`src/rtl/counter_sequencer.sv`:
```
// Run-control sequencer for a two-digit hex counter: prescaled up/down stepping
// to a latched limit, plus a time-multiplexed active-low seven-segment driver.
module counter_sequencer #(
  parameter int PRESCALE = 4,
  parameter int SCAN     = 8
) (
  input  logic       clk,
  input  logic       rst,
  input  logic       start,
  input  logic       stop,
  input  logic       clr,
  input  logic       dir,
  input  logic [7:0] limit,
  output logic [7:0] count,
  output logic       busy,
  output logic       done,
  output logic [6:0] seg,
  output logic [1:0] an
);

  localparam int PW = (PRESCALE > 1) ? $clog2(PRESCALE) : 1;
  localparam int SW = (SCAN > 1) ? $clog2(SCAN) : 1;

  typedef enum logic [1:0] {IDLE, RUN, PAUSE, DONE} state_t;

  state_t        state, nstate;
  logic [7:0]    ncount, limreg, nlimreg, stepval;
  logic [PW-1:0] presc, npresc;
  logic [SW-1:0] scan, nscan;
  logic [1:0]    nan;

  function automatic logic [6:0] hexseg(input logic [3:0] d);
    case (d)
      4'h0: hexseg = 7'b1000000;
      4'h1: hexseg = 7'b1111001;
      4'h2: hexseg = 7'b0100100;
      4'h3: hexseg = 7'b0110000;
      4'h4: hexseg = 7'b0011001;
      4'h5: hexseg = 7'b0010010;
      4'h6: hexseg = 7'b0000010;
      4'h7: hexseg = 7'b1111000;
      4'h8: hexseg = 7'b0000000;
      4'h9: hexseg = 7'b0010000;
      4'hA: hexseg = 7'b0001000;
      4'hB: hexseg = 7'b0000011;
      4'hC: hexseg = 7'b1000110;
      4'hD: hexseg = 7'b0100001;
      4'hE: hexseg = 7'b0000110;
      default: hexseg = 7'b0001110;
    endcase
  endfunction

  // Run control: clr dominates, then stop, then start, then the prescaled step.
  always_comb begin
    nstate  = state;
    ncount  = count;
    nlimreg = limreg;
    npresc  = presc;
    stepval = dir ? (count + 8'd1) : (count - 8'd1);
    if (clr) begin
      nstate = IDLE;
      ncount = 8'h00;
      npresc = '0;
    end else begin
      case (state)
        IDLE, DONE: begin
          if (start) begin
            nlimreg = limit;
            npresc  = '0;
            nstate  = RUN;
          end
        end
        PAUSE: begin
          if (start) begin
            nlimreg = limit;
            nstate  = RUN;
          end
        end
        default: begin
          if (stop) begin
            nstate = PAUSE;
          end else if (presc == PW'(PRESCALE - 1)) begin
            npresc = '0;
            ncount = stepval;
            if (stepval == limreg) nstate = DONE;
          end else begin
            npresc = presc + PW'(1);
          end
        end
      endcase
    end
  end

  // Free-running digit scan, independent of clr.
  always_comb begin
    nscan = scan + SW'(1);
    nan   = an;
    if (scan == SW'(SCAN - 1)) begin
      nscan = '0;
      nan   = ~an;
    end
  end

  // seg is registered from the next-state count and digit so it never glitches.
  always_ff @(posedge clk or posedge rst) begin
    if (rst) begin
      state  <= IDLE;
      count  <= 8'h00;
      limreg <= 8'h00;
      presc  <= '0;
      scan   <= '0;
      an     <= 2'b10;
      seg    <= 7'b1000000;
    end else begin
      state  <= nstate;
      count  <= ncount;
      limreg <= nlimreg;
      presc  <= npresc;
      scan   <= nscan;
      an     <= nan;
      seg    <= hexseg(nan[0] ? ncount[7:4] : ncount[3:0]);
    end
  end

  assign busy = (state == RUN) || (state == PAUSE);
  assign done = (state == DONE);

endmodule

```
`config.mk`:
```
export PLATFORM = sky130hd
export DESIGN_NAME = counter_sequencer
export DESIGN_NICKNAME = d
export VERILOG_FILES = /design/src/rtl/counter_sequencer.sv
export SDC_FILE = /design/constraint.sdc
export NUM_CORES = 1
export LEC_CHECK = 0
export CAP_MARGIN = 20
export CORE_ASPECT_RATIO = 0.9
export CORE_UTILIZATION = 51
export DETAILED_ROUTE_END_ITERATION = 8
export GPL_TIMING_DRIVEN = 1
export PLACE_DENSITY_LB_ADDON = 0.25
export SLEW_MARGIN = 20
export SYNTH_ARGS = -nofsm -noshare
export SYNTH_HDL_FRONTEND = slang
export SYNTH_SLANG_ARGS = --single-unit
```
`constraint.sdc`:
```
create_clock -name clk -period 3.5 [get_ports clk]
set_clock_uncertainty 0.1 [all_clocks]
set_input_delay 0.7 -clock clk [delete_from_list [all_inputs] [get_ports clk]]
set_output_delay 0.7 -clock clk [all_outputs]
set_load 0.03 [all_outputs]
```
==> out/summary.log <==
[critical_path] Crit. End Element register
[floorplanning] vertical extent of the die 62.9 microns
[critical_path] chain of cells forming the critical path clkdlybuf4s50_1, buf_4, fa_1, a2111oi_0, a211oi_2, buf_4, ha_1, or3_1, o221a_2
[grt] number of global-route vias before repair 1851
[final_layout] Multi-input gate area 0.00121 sq mm
[floorplanning] starting utilization of the core area 54.7%
[yosys] unique cell type count in the Yosys netlist 51
[clock_tree] CTS H-tree lvls 2
[clock_tree] CTS sink count 32
[final_layout] area growth from synthesis to layout 31.5%
[yosys] synthesized cell area 0.00210 sq mm
[critical_path] slowest stage delay, CP 0.59 ns
[routing] DRC violation count after routing 0
[final_layout] layout cell share with drive strength beyond 1 20.7%
[clock_tree] clk buf depth 2
[routing] via/cell ratio 5.72
[pwr] Internal 623 uW
[critical_path] Max FO, Critical Path 4
[final_layout] Layout fillers 305
[floorplanning] number of placement rows 21
[yosys] synthesized instance count 201
[routing] first-pass iteration count of the detailed router 4
[yosys] combinational family with the most area after synthesis compound AO/OA/AOI/OAI gates
[routing] Antenna Violating Nets Remaining 0
[placed_design] post-place setup slack -0.0581 ns
[run_status] status complete, no violations
[yosys] flip-flop and latch count after synthesis 32
[yosys] Mapped Nets 234
[pwr] Clock power frac 35.5%
[final_layout] number of antenna diodes 0
[grt] maximum number of pins on one net before global-route repair 33
[sta] RSZ-0062 raised after global routing no
[critical_path] setup slack of the most critical reg-to-reg path 0.52 ns
[final_layout] final core area utilization 72.0%
[clock_tree] CTS tree built
[pwr] power per standard cell area 304 mW/mm^2
[yosys] synthesized-area fraction occupied by ao, oa, aoi and oai cells 18.2%
[sta] Final Hold Viols 0
[pwr] part of the total power dissipated in sequential elements 48.4%
[grt] GRT Util Overall 24.9%
[pwr] combinational cell fraction of total power 16.1%
[clock_tree] buffer count from post-CTS setup fixing 0
[pwr] proportion of total power due to net switching 25.8%
[yosys] sequential element share of the synthesized area 38.3%
[critical_path] Top cell by count, worst path buf_4
[final_layout] post-route cell area 0.00276 sq mm
[critical_path] Worst Setup Path Type in2reg
[floorplanning] x dimension of the die 69.6 microns
[floorplanning] core box area 0.00384 sq mm
[yosys] number of enable-type register cells in the synthesized netlist 0
[routing] Iter 0 DRT Violations 110
[pwr] Net Sw Power 216 uW
[placed_design] placed cell area 0.00266 sq mm
[sta] final worst setup slack 0.203 ns
[final_layout] final-stage net count 298
[floorplanning] number of top-level pins 33
[min_path] Worst Hold Path EP scan[0]$_DFF_PP0_
[placed_design] Port Buffers 32
[critical_path] worst path required time 3.58 ns
[clock_tree] clk slew on worst S/H paths 0.07 ns
[clock_tree] worst-skew pair later-pin latency 0.29 ns
[sta] max-slew violation total from the final report 0
[yosys] Avg Synthesized Cell Area 10.4 sq um
[critical_path] depth of the worst register-to-register path 11
[routing] average routed wire per standard cell 15.6 microns
[grt] global-route wire length before repair 8.53 mm
[placed_design] half-perimeter wire length after detailed placement 3.74 mm
[min_path] worst min-delay path category reg2reg
[sta] Tcrit/Tclk final 94.2%
[yosys] main flop type after synthesis dfrtp_1
[placed_design] routability-driven placement congestion ratio 0.930
[yosys] fraction of synthesized cell area in xor and xnor cells 7.99%
[clock_tree] number of buffers added by the clock tree synthesis step 5
[yosys] ys async rst share 100%
[routing] total detailed-routing wirelength 4.86 mm
[job] number of maximum-capacitance violations 0
[clock_tree] root buffer cell clkbuf_8
[sta] clock period minus final worst setup slack 3.30 ns
[sta] slew at the pin with the worst max-slew slack 0.737 ns
[yosys] adder and majority gate portion of the synthesized area 11.7%
[grt] overflow left after global routing 0
[routing] detailed-route via count 1786
[critical_path] endpoint of the most critical register-to-register path seg[0]$_DFF_PP0_
[critical_path] startpoint type of the worst setup path input pin
[sta] Setup violations, final 0
[sta] Max-slew headroom 50.7%
[sta] highest achievable clock rate 303 MHz
[pwr] Lkg Pwr 0.00131 uW
[critical_path] arrival time of the worst setup path 3.38 ns
[yosys] proportion of synthesized area in mux cells 7.63%
[critical_path] library cell contributing the largest single delay on the critical path a2111oi_0
[grt] number of antenna violations at the first check in global routing 0
[final_layout] footprint of the flip-flops and latches 803 sq um
[pwr] Overall Power 839 uW
[min_path] hold_sp scan[0]$_DFF_PP0_
[floorplanning] die footprint 0.00437 sq mm
[yosys] fraction of the mapped netlist area in simple logic gates 11.8%
[min_path] WHS Path Cells 1
[pwr] IR drop worst, VDD 0.229 mV
[critical_path] worst flop-to-flop path startpoint scan[0]$_DFF_PP0_
[yosys] Synth warnings 0
layer usage:
metal | global-route usage (%) | share of wire [%]
met3 | 6.13 | 5.0
met1 | 31.7 | 46
met4 | 8.75 | 2.2
met2 | 41.1 | 46
met5 | 0 | 0
worst max-delay path, delay by kind of cell:
| kind | cells | cell delay, ns |
|---|---|---|
| AO/OA/AOI/OAI | 3 | 0.83 |
| adder cells (fa/ha/maj) | 2 | 0.73 |
| buffers and inverters | 3 | 0.76 |
| AND/OR/NAND/NOR | 1 | 0.37 |
kinds of logic (layout without fill, tap and decap cells):
group,Yosys count,count (layout)
simple gates,50,50
xor+xnor,16,16
compound gates,50,50
mux,15,15
flops,32,32
fa+ha+maj,19,19
buf+inv,19,84
synthesized netlist by cell type (3+ instances only):
library cell	number	area [sq um]
dfrtp_1	30	751
mux2i_1	7	70.1
o211ai_1	3	22.5
ha_1	18	225
mux2_2	8	90.1
nor3_1	5	25.0
xor2_1	7	61.3
nor3b_1	3	22.5
xnor2_1	7	61.3
nor2_1	15	56.3
a21oi_1	14	70.1
nand3_1	6	30.0
inv_1	14	52.6
o21ai_0	5	25.0
a211oi_1	3	22.5
nand2_1	9	33.8
o31ai_1	3	22.5
cell type report:
cell class | count | area share (%)
Multi-Input combinational cell | 150 | 43.8
Inverter | 14 | 1.90
Clock buffer | 6 | 2.99
Clock inverter | 2 | 0.363
Sequential cell | 32 | 29.1
Tap cell | 46 | 2.09
Timing Repair Buffer | 62 | 19.8
worst max-delay path by stage:
| stage | slack [ns] | start | end |
|---|---|---|---|
| finish | 0.20 | dir | seg[0]$_DFF_PP0_ |
| global route | 0.01 | dir | seg[0]$_DFF_PP0_ |
| CTS | 0.20 | dir | seg[5]$_DFF_PP0_ |
| detailed placement | -0.06 | dir | seg[5]$_DFF_PP0_ |
| global placement | -0.008 | dir | seg[0]$_DFF_PP0_ |
| floorplan | 0.39 | dir | seg[0]$_DFF_PP0_ |
flip-flops by register name, indices dropped and copies added, names as in the netlist:
| register | flops |
|---|---|
| presc | 2 |
| an | 2 |
| limreg | 8 |
| state | 2 |
| seg | 7 |
| scan | 3 |
| count | 8 |
power by group through the flow:
stage / logic [uW] / clock network (uW) / registers (uW)
finish: 135 / 298 / 406
global route: 148 / 322 / 409
CTS: 135 / 304 / 407
detailed placement: 135 / 0 / 413
global placement: 130 / 0 / 412
floorplan: 87.9 / 0 / 409
through the flow:
step | TNS, ns | cells | hold slack [ns]
floorplan | 0 | 201 | 0.303
global placement | -0.0129 | 304 | 0.321
detailed placement | -0.148 | 304 | 0.317
CTS | 0 | 312 | 0.326
global route | 0 | 312 | 0.331
finish | 0 | 312 | 0.321
cells in the final DEF (no fill, tap or decap), types with 3 or more instances in the layout:
cell type,count
mux2_2,8
nor3_1,5
nor2_1,15
xor2_1,7
clkdlybuf4s50_1,32
o31ai_1,3
mux2i_1,7
nand2_1,9
xnor2_1,7
buf_4,30
nor3b_1,3
dfrtp_1,30
clkbuf_8,6
ha_1,18
a211oi_2,3
a21oi_1,14
nand3_1,6
o21ai_0,4
o211ai_1,3
inv_1,14
timing repair:
action,in CTS,in global routing
setup endpoints to repair,0,1
hold buffers,0,0
resized for setup,0,2
No activity file was read; power rests on OpenSTA's default activity.
